### src/rtl/time_ascii_sender.sv
// Snapshots watch/stopwatch time on send and streams "M HH:MM:SS.CC[\r\n]" to uart_tx.
// One byte per tx_done; tx_start is held off while tx_busy=1; a send while busy is dropped.
module time_ascii_sender #(
  parameter bit SEND_CRLF = 1'b1
) (
  input  logic       clk,
  input  logic       rst,
  input  logic       send,
  input  logic       mode,
  input  logic [4:0] hour,
  input  logic [5:0] min,
  input  logic [5:0] sec,
  input  logic [6:0] msec,
  input  logic       tx_busy,
  input  logic       tx_done,
  output logic [7:0] tx_data,
  output logic       tx_start,
  output logic       busy,
  output logic       frame_done
);

  localparam logic [3:0] LAST = SEND_CRLF ? 4'd14 : 4'd12;

  typedef enum logic [1:0] {S_IDLE, S_START, S_WAIT, S_FIN} state_t;

  state_t     r_state;
  state_t     w_next;
  logic [3:0] r_idx;
  logic       r_mode;
  logic [4:0] r_hour;
  logic [5:0] r_min;
  logic [5:0] r_sec;
  logic [6:0] r_msec;
  logic       r_tx_start;
  logic [7:0] r_tx_data;
  logic [7:0] w_byte;
  logic       w_accept;
  logic       w_launch;
  logic       w_advance;

  // Fields above 99 saturate so the two-digit slot never overflows.
  function automatic logic [7:0] digit_char(input logic [6:0] v, input logic ones);
    logic [6:0] s;
    logic [6:0] d;
    s = (v > 7'd99) ? 7'd99 : v;
    d = ones ? (s % 7'd10) : (s / 7'd10);
    return 8'h30 + {1'b0, d};
  endfunction

  always_comb begin
    w_byte = 8'h00;
    case (r_idx)
      4'd0:    w_byte = r_mode ? 8'h57 : 8'h53;
      4'd1:    w_byte = 8'h20;
      4'd2:    w_byte = digit_char({2'b00, r_hour}, 1'b0);
      4'd3:    w_byte = digit_char({2'b00, r_hour}, 1'b1);
      4'd4:    w_byte = 8'h3A;
      4'd5:    w_byte = digit_char({1'b0, r_min}, 1'b0);
      4'd6:    w_byte = digit_char({1'b0, r_min}, 1'b1);
      4'd7:    w_byte = 8'h3A;
      4'd8:    w_byte = digit_char({1'b0, r_sec}, 1'b0);
      4'd9:    w_byte = digit_char({1'b0, r_sec}, 1'b1);
      4'd10:   w_byte = 8'h2E;
      4'd11:   w_byte = digit_char(r_msec, 1'b0);
      4'd12:   w_byte = digit_char(r_msec, 1'b1);
      4'd13:   w_byte = 8'h0D;
      4'd14:   w_byte = 8'h0A;
      default: w_byte = 8'h00;
    endcase
  end

  always_comb begin
    w_next    = r_state;
    w_accept  = 1'b0;
    w_launch  = 1'b0;
    w_advance = 1'b0;
    case (r_state)
      S_IDLE: begin
        if (send) begin
          w_accept = 1'b1;
          w_next   = S_START;
        end
      end
      S_START: begin
        if (!tx_busy) begin
          w_launch = 1'b1;
          w_next   = S_WAIT;
        end
      end
      S_WAIT: begin
        if (tx_done) begin
          if (r_idx == LAST) begin
            w_next = S_FIN;
          end else begin
            w_advance = 1'b1;
            w_next    = S_START;
          end
        end
      end
      S_FIN:   w_next = S_IDLE;
      default: w_next = S_IDLE;
    endcase
  end

  always_ff @(posedge clk or posedge rst) begin
    if (rst) begin
      r_state    <= S_IDLE;
      r_idx      <= 4'd0;
      r_mode     <= 1'b0;
      r_hour     <= 5'd0;
      r_min      <= 6'd0;
      r_sec      <= 6'd0;
      r_msec     <= 7'd0;
      r_tx_start <= 1'b0;
      r_tx_data  <= 8'h00;
    end else begin
      r_state    <= w_next;
      r_tx_start <= w_launch;
      if (w_launch) begin
        r_tx_data <= w_byte;
      end
      if (w_accept) begin
        r_idx  <= 4'd0;
        r_mode <= mode;
        r_hour <= hour;
        r_min  <= min;
        r_sec  <= sec;
        r_msec <= msec;
      end else if (w_advance) begin
        r_idx <= r_idx + 4'd1;
      end
    end
  end

  assign tx_start   = r_tx_start;
  assign tx_data    = r_tx_data;
  assign busy       = (r_state == S_START) || (r_state == S_WAIT);
  assign frame_done = (r_state == S_FIN);

endmodule
### config.mk
export PLATFORM = sky130hd
export DESIGN_NAME = time_ascii_sender
export DESIGN_NICKNAME = d
export VERILOG_FILES = /design/src/rtl/time_ascii_sender.sv
export SDC_FILE = /design/constraint.sdc
export NUM_CORES = 1
export LEC_CHECK = 0
export CORE_MARGIN = 3
export CORE_UTILIZATION = 45
export DETAILED_ROUTE_END_ITERATION = 6
export GPL_TIMING_DRIVEN = 0
export PLACE_DENSITY = 0.69
export SLEW_MARGIN = 20
export SYNTH_ARGS = -nofsm -noshare
export SYNTH_HDL_FRONTEND = slang
export SYNTH_SLANG_ARGS = --single-unit
export TNS_END_PERCENT = 1
### constraint.sdc
create_clock -name clk -period 5.4 [get_ports clk]
set_input_delay 1.08 -clock clk [delete_from_list [all_inputs] [get_ports clk]]
set_output_delay 1.08 -clock clk [all_outputs]
set_load 0.03 [all_outputs]
=== Word-level counts from Yosys, hierarchy flattened ===
Index checks and enable logic that the tools add are counted.

* Bits in registers: 40
* Bits in latches: 0
* Memory bits (writable): 0
* Memory bits (read-only): 0
* Input port bits: 30
* Output and inout bits: 11
* Logic and storage cells: 74
* Memories: 0

* Add/subtract/negate cells: 9
* Multiply operators: 0
* Div/mod/pow operators: 8
* $lt $le $gt $ge: 3
* Equal/unequal tests: 20
* Shifts and indexed selects: 0
* Muxes and demuxes: 19
* Bitwise gates (word level): 0
* Reduce and logical (&&, ||, !) cells: 6

{| class="wikitable"
|+ Operators with widths
! operator !! count
|-
| case mux 8 bit (14 select lines) || 1
|-
| adder 6 x 7 -> 8 bit, first input constant || 8
|-
| equality test 4 bit, second input constant || 7
|-
| divider 7 x 4 -> 7 bit, second input constant || 3
|-
| modulo 7 x 4 -> 7 bit, second input constant || 3
|-
| 2-to-1 mux 7 bit || 3
|-
| equality test 4 x 3 -> 1 bit, second input constant || 4
|-
| > comparator 6 x 7 -> 1 bit, second input constant || 2
|-
| equality test 4 x 2 -> 1 bit, second input constant || 2
|-
| 2-to-1 mux 2 bit || 4
|-
| 2-to-1 mux 4 bit || 2
|-
| case mux 2 bit (4 select lines) || 1
|-
| divider 5 x 4 -> 7 bit, second input constant || 1
|-
| > comparator 7 bit, second input constant || 1
|-
| modulo 5 x 4 -> 7 bit, second input constant || 1
|-
| 2-to-1 mux 1 bit || 7
|-
| inequality test 2 bit, second input constant || 3
|-
| adder 4 x 1 -> 4 bit, second input constant || 1
|-
| equality test 2 bit, second input constant || 2
|-
| equality test 4 x 1 -> 1 bit, second input constant || 1
|-
| zero test 4 bit || 1
|-
| 2-to-1 mux 3 bit || 1
|-
| AND reduction 3 bit || 1
|-
| equality test 2 x 1 -> 1 bit, second input constant || 1
|-
| 4 further kinds || 4
|}

=== Logic depth before layout (Yosys ltp) ===
* Depth after elaboration: 6
* Mapped depth: 21
* Gate-level depth less buffers: 19

=== Least setup slack after synthesis ===
No wires, ideal clock.

* Kind: register -> register
* Start point: reg r_msec[5]
* End point: reg r_tx_data[5], in the netlist tx_data[5]
* Library setup time: 0.120 ns
* Arrival time: 4.419 ns
* Slack: 0.861 ns
* Stages on the path, launching flop included: 22
* Buffers on the path: 2
* Cells stage by stage: dfrtp_1 > buf_4 > nand2_1 > and2_1 > ha_1 > o21a_2 > o21ai_0 > ha_1 > or2_2 > o22a_1 > nor3_1 > nor4_1 > nor2_1 > ha_1 > and3_1 > a2111oi_1 > or2_0 > buf_2 > nor4bb_4 > nor2_2 > xnor2_1 > a31o_1

* Longest elaborated chain between the ends: 5
* Elaborated cells between the ends (all ways): 7
* Those cells by class: add/sub (2); div (2); order compare (1); mux (2)

{| class="wikitable"
|+ RTL lines
! what !! RTL line !! RTL
|-
| start: declaration || 33 || <nowiki>logic [6:0] r_msec;</nowiki>
|-
| start signal: assignment || 128 || <nowiki>r_msec <= msec;</nowiki>
|-
| > comparator 7 bit || 45 || <nowiki>s = (v > 7'd99) ? 7'd99 : v;</nowiki>
|-
| 2-to-1 mux 7 bit (*) || 45 ||
|-
| modulo 7 x 4 -> 7 bit or divider 7 x 4 -> 7 bit (tied branches) || -- ||
|-
| adder 6 x 7 -> 8 bit || 47 || <nowiki>return 8'h30 + {1'b0, d};</nowiki>
|-
| case mux 8 bit (14 select lines) (*) || 52 || <nowiki>case (r_idx)</nowiki>
|-
| end signal: assignment || 120 || <nowiki>r_tx_data <= w_byte;</nowiki>
|-
| end: declaration || 35 || <nowiki>logic [7:0] r_tx_data;</nowiki>
|}

Every way passes the cells marked *; elsewhere a longest branch is shown, timed or not.
A chain may end at the register's enable or synchronous reset.

=== Final worst setup path ===
* Start point: reg r_msec[6]
* End point: reg r_tx_data[5], in the netlist tx_data[5]

The elaborated chain is that of the path after synthesis.

==> metrics.yaml <==
outcome:
  status: "finished clean"
clock_tree:
  hold_buffers: 0
  clkLatencyLatePin_ns: 0.30
  htree_levels: 2
  cts_buffers: 5
  cts_tree: "done"
  clock_path_buffers: 2
  path_clk_slew_ns: 0.08
  cts_root_buffer: "clkbuf_8"
  cts_sinks: 40
placed_design:
  dpl.cell_count: 644
  gp_congestion: 0.968
  dpl_worst_slack_ns: 0.0561
  port_buffers: 40
  post-dp-hpwl_mm: 8.24
flow_run:
  cap_viol_max_count: 0
floorplan:
  rows: 33
  ios: 41
  die-area_um2: 10100
  die_w_um: 100
  initial_core_util_pct: 47.5
  core_area_um2: 8420
  die_h_um: 100
critical_path:
  critPathArrivalTime_ns: 5.25
  cp_max_fo: 10
  start_kind: "flop"
  regToRegSetupSlack_ns: 0.35
  endpoint_kind: "flop"
  critPathRequiredTime_ns: 5.60
  worstSetupPathType: "reg -> reg"
synthesis:
  synth_flop_cell: "dfrtp_1"
  synth_warnings: 0
  yosysTopAreaCell: "dfrtp_1"
  synthTopCellsByArea: "dfrtp_1, mux2_2, ha_1"
  yosysTopAreaCellShare_pct: 25.0
  ys_types: 81
  synth_edf_count: 0
  async_flop_share_pct: 100
  synth_nets: 550
  synth-seq-area-share_pct: 25.0
  syn_area_um2: 4000
  avgSynthCellArea_um2: 8.03
  ys_seq_elements: 40
  postSynthCellCount: 498
routing:
  ant_nets: 0
  wl_mm: 10.8
  drtIter0Drc: 280
  via_per_inst: 6.08
  drt_pre_antenna_iters: 5
  vias: 3971
  drcViolationCount: 0
  wl_per_cell_um: 16.5
sta:
  tightest_slew_ns: 0.706
  finalHoldViolations: 0
  timing.final.crit_share_pct: 93.5
  fin_skew_ns: 0.00558
  layout_setup_ws_ns: 0.349
  period_needed_ns: 5.05
  final-setup-viol-count: 0
  finalMaxSlewViolations: 0
  relSlewSlack_pct: 52.9
  max_freq_ghz: 0.198
cells_and_area:
  drive_above_1_share_pct: 11.5
  instances_no_fill: 653
  diodes: 0
  layout_common_cells: "o21ai_0, nor2_1, clkdlybuf4s50_1, dfrtp_1, a21oi_1"
  synthToLayoutAreaGrowth_pct: 17.5
  nets: 599
  final_common_cell: "o21ai_0"
  fillCellCount: 829
worst_hold_path:
  hold_class: "reg -> reg"
global_route:
  grt_max_degree: 25
  antenna_found_initial: 0
  grt_pass1_vias: 3704
  gr-total-overflow: 0
  track_usage_pct: 21.9
  grt_pass1_wl_mm: 17.8
==> metrics by stage <==
stage	hold slack [ns]	utilization (%)	TNS [ns]	area, µm²
floorplan	0.479	-	0	4000
global placement	0.465	53.8	0	4530
detailed placement	0.473	54.0	0	4550
CTS	0.492	55.5	0	4680
global route	0.521	55.8	-0.0113	4700
finish	0.483	55.8	0	4700
==> Yosys cell counts, types with 3 or more instances <==
| library cell | count |
|---|---|
| a21boi_0 | 3 |
| mux2_2 | 26 |
| and2_1 | 7 |
| o211ai_1 | 5 |
| and3_1 | 6 |
| ha_1 | 22 |
| nand3b_1 | 4 |
| o31ai_1 | 3 |
| and4b_1 | 3 |
| nand3_1 | 15 |
| nor2b_1 | 7 |
| o21ai_0 | 49 |
| a31oi_1 | 7 |
| buf_1 | 3 |
| nand4_1 | 4 |
| a22oi_1 | 5 |
| clkbuf_1 | 23 |
| o21a_1 | 4 |
| mux2i_1 | 3 |
| nor4_1 | 5 |
| dfrtp_1 | 40 |
| a221oi_1 | 3 |
| a211oi_1 | 6 |
| nand2b_1 | 12 |
| nor2_1 | 40 |
| a21oi_1 | 35 |
| nand2_1 | 33 |
| a22o_1 | 3 |
| xor2_1 | 4 |
| nor3_1 | 14 |
| a211o_1 | 4 |
| a32oi_1 | 3 |
| xnor2_1 | 8 |
| inv_1 | 26 |
| o22ai_1 | 3 |
==> critical path, cell delays in order (launching register included) <==
cell and delay (ns):
dfrtp_1 0.40, buf_4 0.19, nand2_1 0.10, and2_1 0.17
ha_1 0.26, o21a_2 0.29, o21ai_0 0.20, ha_2 0.30
or2_2 0.17, o22a_1 0.20, nor3_1 0.09, nor4_2 0.47
nor2_1 0.12, ha_1 0.29, and3_1 0.22, a2111oi_2 0.42
or2_0 0.16, buf_2 0.16, nor4bb_4 0.30, nor2_2 0.06
xnor2_1 0.13, a31o_1 0.22
==> metal layers <==
metal	up-vias	global-route usage, %	part of all wire [%]
li1	1941	-	-
met4	0	6.74	2.5
met2	151	35.9	46
met3	20	3.47	5.8
met1	1859	29.6	45
met5	-	0	0
==> worst paths after layout <==
| path | endpoint | depth (start not counted) | startpoint |
|---|---|---|---|
| worst max-delay path | tx_data[5] | 21 | r_msec[6] |
| worst min-delay path | tx_data[3] | 2 | tx_data[3] |
| worst max register to register | tx_data[5] | 21 | r_msec[6] |
| worst min register to register | tx_data[3] | 2 | tx_data[3] |
| max in group asynchronous | tx_data[1] | 3 | rst |
| min in group asynchronous | r_sec[2] | 2 | rst |
==> registers in the layout, indices dropped and copies added (netlist names) <==
register / flops
tx_data: 8
r_sec: 6
r_min: 6
tx_start: 1
r_msec: 7
r_hour: 5
r_state: 2
r_mode: 1
r_idx: 4
==> layout make-up <==
| cell class | count | area, µm² | share of cell area (%) |
|---|---|---|---|
| clock buffers | 7 | 96.3 | 2.05 |
| clock inverters | 1 | 30.0 | 0.639 |
| repair buffers | 42 | 428 | 9.11 |
| multi-input cells | 401 | 2780 | 59.2 |
| well taps | 105 | 131 | 2.80 |
| plain buffers | 31 | 134 | 2.85 |
| inverters | 26 | 97.6 | 2.08 |
| flip-flops and latches | 40 | 1000 | 21.3 |
==> logic make-up (layout without fill, tap and decap cells) <==
kind of cell	Yosys count	after routing	synth area share, %
adder cells (fa/ha/maj)	22	22	6.89
XOR/XNOR	12	12	2.63
buffers and inverters	57	107	5.79
multiplexers	31	31	9.01
flip-flops	40	40	25.0
AND/OR/NAND/NOR	170	170	23.2
AO/OA/AOI/OAI	166	166	27.5
==> timing repair <==
item                       CTS  global route
setup endpoints to repair    0             6
buffers inserted             0             1
gates resized for setup      0             3
hold endpoints to repair     0             0
Power is not shown: default switching activity piles up to over one toggle a cycle in this logic, so the estimate is an artifact.
